`src/rtl/load_store_unit.sv`:
```
// Load/store unit: byte/half/word loads with sign/zero extension, sub-word stores via read-merge-write.
// Optional misalignment trap enabled by defining LSU_MISALIGN_TRAP_EN.
`ifndef DWIDTH
`define DWIDTH 32
`endif
`ifndef AWIDTH_MEM
`define AWIDTH_MEM 10
`endif

module load_store_unit (
  input  logic                   ls_clk,
  input  logic                   ls_rst,
  input  logic                   ls_i_valid,
  input  logic                   ls_i_load,
  input  logic                   ls_i_store,
  input  logic [1:0]             ls_i_size,
  input  logic                   ls_i_unsigned,
  input  logic [31:0]            ls_i_addr,
  input  logic [`DWIDTH-1:0]     ls_i_store_data,
  output logic                   ls_o_mem_ce,
  output logic                   ls_o_mem_rd_en,
  output logic                   ls_o_mem_wr_en,
  output logic [`AWIDTH_MEM-1:0] ls_o_mem_addr,
  output logic [`DWIDTH-1:0]     ls_o_mem_wdata,
  input  logic [`DWIDTH-1:0]     ls_i_mem_rdata,
  output logic                   ls_o_stall,
  output logic                   ls_o_valid,
  output logic [`DWIDTH-1:0]     ls_o_load_data,
`ifdef LSU_MISALIGN_TRAP_EN
  output logic                   ls_o_misalign,
`endif
  output logic                   ls_o_dbg_state
);

  localparam int DW = `DWIDTH;
  localparam int AW = `AWIDTH_MEM;

  typedef enum logic {S_IDLE = 1'b0, S_MERGE = 1'b1} state_t;

  state_t        state_q, state_d;
  logic [DW-1:0] wbuf_q, wbuf_d;
  logic [DW-1:0] load_data_q, load_data_d;
  logic          valid_q, valid_d;
  logic          misalign_q, misalign_d;

  logic          is_load, is_store, is_byte, is_half, is_word, misaligned;
  logic [7:0]    rd_byte;
  logic [15:0]   rd_half;
  logic [DW-1:0] load_ext, merged;
  logic          unused_ok;

  assign unused_ok = ^{ls_i_addr[31:AW+2]};

  // Lane extraction/insertion; sub-word offsets come from the low address bits (aligned down).
  always_comb begin
    is_store = ls_i_valid & ls_i_store;
    is_load  = ls_i_valid & ls_i_load & ~ls_i_store;
    is_byte  = (ls_i_size == 2'b00);
    is_half  = (ls_i_size == 2'b01);
    is_word  = ls_i_size[1];
    rd_byte  = ls_i_mem_rdata[{ls_i_addr[1:0], 3'b000} +: 8];
    rd_half  = ls_i_mem_rdata[{ls_i_addr[1], 4'b0000} +: 16];
    if (is_byte)
      load_ext = {{(DW-8){rd_byte[7] & ~ls_i_unsigned}}, rd_byte};
    else if (is_half)
      load_ext = {{(DW-16){rd_half[15] & ~ls_i_unsigned}}, rd_half};
    else
      load_ext = ls_i_mem_rdata;
    merged = ls_i_mem_rdata;
    if (is_byte)
      merged[{ls_i_addr[1:0], 3'b000} +: 8] = ls_i_store_data[7:0];
    else
      merged[{ls_i_addr[1], 4'b0000} +: 16] = ls_i_store_data[15:0];
`ifdef LSU_MISALIGN_TRAP_EN
    misaligned = (is_half & ls_i_addr[0]) | (is_word & (|ls_i_addr[1:0]));
`else
    misaligned = 1'b0;
`endif
  end

  // Upstream handshake: a request is presented with ls_i_valid and is held stable while
  // ls_o_stall=1; it is consumed at the first posedge where ls_o_stall=0.
  always_comb begin
    state_d        = state_q;
    wbuf_d         = wbuf_q;
    load_data_d    = load_data_q;
    valid_d        = 1'b0;
    misalign_d     = 1'b0;
    ls_o_mem_ce    = 1'b0;
    ls_o_mem_rd_en = 1'b0;
    ls_o_mem_wr_en = 1'b0;
    ls_o_mem_wdata = '0;
    ls_o_stall     = 1'b0;
    ls_o_mem_addr  = ls_i_addr[AW+1:2];
    if (ls_rst) begin
      case (state_q)
        S_IDLE: begin
          if (is_load || is_store) begin
            if (misaligned) begin
              valid_d     = 1'b1;
              misalign_d  = 1'b1;
              load_data_d = '0;
            end else if (is_load) begin
              ls_o_mem_ce    = 1'b1;
              ls_o_mem_rd_en = 1'b1;
              valid_d        = 1'b1;
              load_data_d    = load_ext;
            end else if (is_word) begin
              ls_o_mem_ce    = 1'b1;
              ls_o_mem_wr_en = 1'b1;
              ls_o_mem_wdata = ls_i_store_data;
              valid_d        = 1'b1;
            end else begin
              ls_o_mem_ce    = 1'b1;
              ls_o_mem_rd_en = 1'b1;
              ls_o_stall     = 1'b1;
              wbuf_d         = merged;
              state_d        = S_MERGE;
            end
          end
        end
        S_MERGE: begin
          ls_o_mem_ce    = 1'b1;
          ls_o_mem_wr_en = 1'b1;
          ls_o_mem_wdata = wbuf_q;
          valid_d        = 1'b1;
          state_d        = S_IDLE;
        end
        default: state_d = S_IDLE;
      endcase
    end
  end

  always_ff @(posedge ls_clk or negedge ls_rst) begin
    if (!ls_rst) begin
      state_q     <= S_IDLE;
      wbuf_q      <= '0;
      load_data_q <= '0;
      valid_q     <= 1'b0;
      misalign_q  <= 1'b0;
    end else begin
      state_q     <= state_d;
      wbuf_q      <= wbuf_d;
      load_data_q <= load_data_d;
      valid_q     <= valid_d;
      misalign_q  <= misalign_d;
    end
  end

  assign ls_o_valid     = valid_q;
  assign ls_o_load_data = load_data_q;
  assign ls_o_dbg_state = state_q;
`ifdef LSU_MISALIGN_TRAP_EN
  assign ls_o_misalign  = misalign_q;
`else
  logic unused_misalign;
  assign unused_misalign = misalign_q;
`endif

endmodule

```
`config.mk`:
```
export PLATFORM = sky130hd
export DESIGN_NAME = load_store_unit
export DESIGN_NICKNAME = d
export VERILOG_FILES = /design/src/rtl/load_store_unit.sv
export SDC_FILE = /design/constraint.sdc
export NUM_CORES = 1
export LEC_CHECK = 0
export CAP_MARGIN = 15
export CORE_MARGIN = 2
export CORE_UTILIZATION = 39
export DETAILED_ROUTE_END_ITERATION = 16
export GPL_TIMING_DRIVEN = 1
export HOLD_SLACK_MARGIN = 0.15
export PLACE_DENSITY = 0.84
export REMOVE_ABC_BUFFERS = 1
export SYNTH_ARGS = -nofsm -noshare
export SYNTH_HDL_FRONTEND = slang
export SYNTH_SLANG_ARGS = --single-unit
```
`constraint.sdc`:
```
create_clock -name ls_clk -period 1.45 [get_ports ls_clk]
set_input_delay 0.29 -clock ls_clk [delete_from_list [all_inputs] [get_ports ls_clk]]
set_output_delay 0.29 -clock ls_clk [all_outputs]
set_load 0.005 [all_outputs]
```
# After elaboration in Yosys (flattened, before gate mapping)
# Cells that the tools add are included.
[totals]
wordCells = 59
ff_bits = 66
in_bits = 104
out_inout_bits = 80
[classes]
bitwise = 10
muxes = 32
n_reduce_logical = 4
shift = 6
addsub = 2
n_eq_ne = 1
[op_table]
columns = ["cell", "n"]
rows = [
  ["$mux W32", 7],
  ["$bwmux W32", 2],
  ["$pmux W32 S2", 1],
  ["$shift A16 B7 Y32 const A", 1],
  ["$shift A8 B7 Y32 const A", 1],
  ["$shiftx A16 B7 Y32", 1],
  ["$shiftx A32 B6 Y16", 1],
  ["$shiftx A32 B6 Y8", 1],
  ["$shiftx A8 B7 Y32", 1],
  ["$mux W1", 18],
  ["$neg A5 Y7", 2],
  ["$pmux W1 S2", 4],
  ["$and A1 B1 Y1", 5],
  ["$not A1 Y1", 5],
  ["$reduce_and A5 Y1", 1],
  ["$reduce_and A4 Y1", 1],
  ["$eq A2 B1 Y1 const B", 1],
  ["$logic_not A2 Y1", 1],
  ["$logic_or A1 B1 Y1", 1],
]

# Depth between registers and ports, before layout
[depth]
depth_word = 6
ltp_mapped = 8
mapped_depth_nobuf = 6

# Least setup slack after synthesis
# OpenSTA, ideal clock, no wires.
[synth_path]
path_kind = "input-to-reg"
from = "input port ls_i_addr[1]"
to = "register wbuf_q[16]"
n_path_buf = 2
setup_slack_ns = -0.579
t_arrival_ns = 1.902
t_required_ns = 1.323
path_stages = 8
setup_ns = 0.127
cell_sequence = "buf_2 -> inv_1 -> clkbuf_1 -> ha_1 -> nor4b_1 -> a31o_2 -> a221oi_1 -> nor2_1"
[synth_via]
elab_chain_cells = 4
elab_cells_between_ends = 9
cone_classes = "2 x add/sub; 4 x shift; 3 x mux"
[synth_lines]
columns = ["element", "line_no", "rtl"]
rows = [
  ["from (decl)", "18", "input logic [31:0] ls_i_addr,"],
  ["$neg A5 Y7, on equally long branches", "73, 71", ""],
  ["$shiftx A16 B7 Y32, or another cell as far along", "73", "merged[{ls_i_addr[1], 4'b0000} +: 16] = ls_i_store_data[15:0];"],
  ["$bwmux W32, on equally long branches", "73, 71", ""],
  ["$mux W32 *", "70", "if (is_byte)"],
  ["to (signal assigned)", "143", "wbuf_q <= wbuf_d;"],
  ["to (decl)", "41", "logic [DW-1:0] wbuf_q, wbuf_d;"],
]
# Mark *: on every way between the ends. The rest lies on a longest branch, timed or not.
# A chain may end at the register's enable or synchronous reset.

# Final worst setup path
[layout_path]
from = "register state_q (netlist: ls_o_dbg_state)"
to = "output port ls_o_mem_wdata[18]"
[layout_via]
elab_chain_cells = 3
[layout_lines]
columns = ["element", "line_no", "rtl"]
rows = [
  ["from (decl)", "40", "state_t state_q, state_d;"],
  ["from (signal assigned)", "142", "state_q <= state_d;"],
  ["$not A1 Y1 (no line)", "-", ""],
  ["$pmux W32 S2 *", "96", "case (state_q)"],
  ["$mux W32 *", "95", "if (ls_rst) begin"],
  ["to (decl)", "24", "output logic [`DWIDTH-1:0] ls_o_mem_wdata,"],
]
# Marks and branches as above.

==> flow_summary.yaml <==
sta:
  fmax_mhz: 499
  slew_headroom: 0.570
  tns_ns: -32.34
  finClkSkew_ns: 0.0106
  maxSlewViolCount: 0
  worst_slack_ns: -0.554
  finalHoldViolations: 0
  final.min_clock_period_ns: 2.00
  setup_viol: 102
  tightest_slew_ns: 0.644
  finalCritPeriodShare: 1.38
  rsz0062_at_grt: "yes"
synthesis:
  synthFlopType: "dfrtp_1"
  synth_seq_cells: 66
  yosysSeqAreaShare: 0.374
  synth_common_cells: "nor2_1, dfrtp_1, nand2_1"
  yosysMostFrequentCell: "nor2_1"
  synth.area.top_cells: "dfrtp_1, mux2i_1, nor2_1"
  syn_area_um2: 4420
  syn_inst: 528
  yosysUniqueCellTypes: 43
  synth_edf_count: 0
  yosysTopAreaCellShare: 0.374
  ys.warnings.count: 0
  syn_avg_cell_area_um2: 8.37
  synth_area_leader_cell: "dfrtp_1"
  async_flop_share: 1.00
critical_path:
  cp_max_fo: 5
  critPathArrivalTime_ns: 1.71
  crit_required_ns: 1.16
  critPathLaunch: "ls_o_dbg_state$_DFFE_PN0P_"
  timing.rr.start: "ls_o_dbg_state$_DFFE_PN0P_"
  critical_path_class: "flop to output pin"
  startpoint_type: "flop"
  end_kind: "output pin"
route:
  routedWlPerCell_um: 23.6
  drt-pass1-iter-count: 5
  via_per_inst: 6.13
  drt-initial-drc-count: 538
  drc: 0
  routed_wl_um: 21700
  vias: 5629
  drtAntennaViolNets: 0
status:
  status: "finished, violations left"
  violations: "setup timing"
power_and_ir_drop:
  vdd_drop_max_mv: 0.793
  leakagePower_nw: 3.63
  powerDensity_nw_per_um2: 996
  p_total_mw: 7.77
clock_network:
  clock_latency_ns: 0.34
  cts_inserted_buffers: 9
  clk_pin_slew_ns: 0.06
  clkSinkCount: 66
  cts_tree: "done"
  htree_levels: 3
  cts_buffer_depth: 2
  ctsRootBufferMaster: "clkbuf_16"
cells_and_area:
  fill_cells: 734
  area_growth_pct: 76.8
  antennaDiodeCount: 0
  design_area_um2: 7810
  drive_gt1_frac: 0.346
  layout.nets: 882
floorplanning:
  dieHeight_um: 110
  initial_core_util: 0.404
  design.core.area_um2: 10900
  rows: 38
  die_w_um: 110
  pin_count: 184
  die_area_um2: 12200
place:
  port_buffers: 143
  hpwl_um: 12400
  dpl_cell_area_um2: 6540
  place.gp.congestion: 0.942
global_route:
  overflow: 0
  grt_max_degree: 41
  antenna_found_initial: 0
  groute.usage.overall: 0.308
  first_global_vias: 5507
  grt_pass1_wl_um: 29900
worst_hold_path:
  hold_path_class: "input port to async pin"
run:
  drv_cap: 0
-- flip-flops by register name, indices dropped and copies added (netlist names) --
name / cells
ls_o_load_data: 32
wbuf_q: 32
ls_o_dbg_state: 1
ls_o_valid: 1
-- metrics by stage --
| step | util | worst slack (ns) | hold WS (ns) | std cells |
|---|---|---|---|---|
| after CTS | 0.691 | -0.432 | 0.198 | 907 |
| after global placement | 0.598 | -0.838 | 0.230 | 862 |
| final | 0.714 | -0.554 | 0.154 | 918 |
| after floorplan | - | -1.66 | -0.00559 | 479 |
| after detailed placement | 0.598 | -0.874 | 0.232 | 862 |
| after global routing | 0.714 | -0.559 | 0.153 | 918 |
-- final cells by class --
class / instances / area (µm²) / share of cell area
clock inverter: 6 / 138 / 0.0176
timing repair buffer: 283 / 2680 / 0.343
multi-input combinational: 390 / 2840 / 0.363
inverter: 23 / 96.3 / 0.0123
tap: 140 / 175 / 0.0224
clock buffer: 10 / 229 / 0.0293
sequential: 66 / 1650 / 0.212
-- worst paths after layout --
check,slack [ns],depth (start not counted),endpoint
max reg2reg,-0.38,8,ls_o_load_data[2]$_DFFE_PN0P_
min,0.15,3,ls_o_valid$_DFF_PN0_
max,-0.55,6,ls_o_mem_wdata[18]
max in group asynchronous,0.86,3,ls_o_dbg_state$_DFFE_PN0P_
min reg2reg,0.49,2,wbuf_q[9]$_DFFE_PN0P_
min in group ls_clk,0.49,2,wbuf_q[9]$_DFFE_PN0P_
-- power by group --
group / leakage [nW] / total (mW) / internal [mW] / switching (mW)
clock: 0.177 / 2.79 / 1.87 / 0.921
combinational: 2.67 / 2.37 / 1.22 / 1.15
sequential: 0.783 / 2.61 / 2.29 / 0.329
total: 3.63 / 7.77 / 5.37 / 2.40
-- per-layer routing --
layer | wire (µm) | up-vias | global-route usage | share of wire
met2 | 10100 | 494 | 0.530 | 0.47
met4 | 1780 | 2 | 0.153 | 0.082
met5 | 56 | - | 0.0333 | 0.0026
met3 | 2270 | 147 | 0.0779 | 0.10
met1 | 7440 | 2631 | 0.352 | 0.34
li1 | - | 2355 | - | -
-- cells by family after synthesis --
logic type / count (synthesis) / synth area share
simple gates: 179 / 0.171
compound gates: 156 / 0.220
buf+inv: 72 / 0.0844
flops: 66 / 0.374
mux: 50 / 0.136
fa+ha+maj: 5 / 0.0142
-- placed cells by master (no fill, tap or decap), types with 12 or more instances in the layout --
master and count:
o21ai_1 23, a31oi_1 16, dfrtp_1 65, clkdlybuf4s50_1 62, a221oi_2 18, buf_12 12
nand2_1 50, inv_1 18, buf_6 21, buf_4 95, buf_2 37, clkbuf_16 15
a21oi_1 31, dlygate4sd2_1 41, o21ai_0 33, mux2i_1 36, nor2_1 102
-- worst max-delay path, stage by stage (launching register included) --
cell	delay, ns
dfrtp_2	0.45
buf_6	0.16
buf_12	0.12
buf_6	0.13
mux2i_2	0.26
nor2_1	0.12
buf_2	0.14
-- repair_timing --
action                                  CTS  global route
endpoints found under the hold margin    27             0
endpoints found under the setup margin  134           101
pin swaps                                39            45
cloned                                    8             7
setup buffers                            20             7
hold buffers                              1             0
gates resized for setup                 295            35
Note: power is estimated with default switching activity, not from simulation.
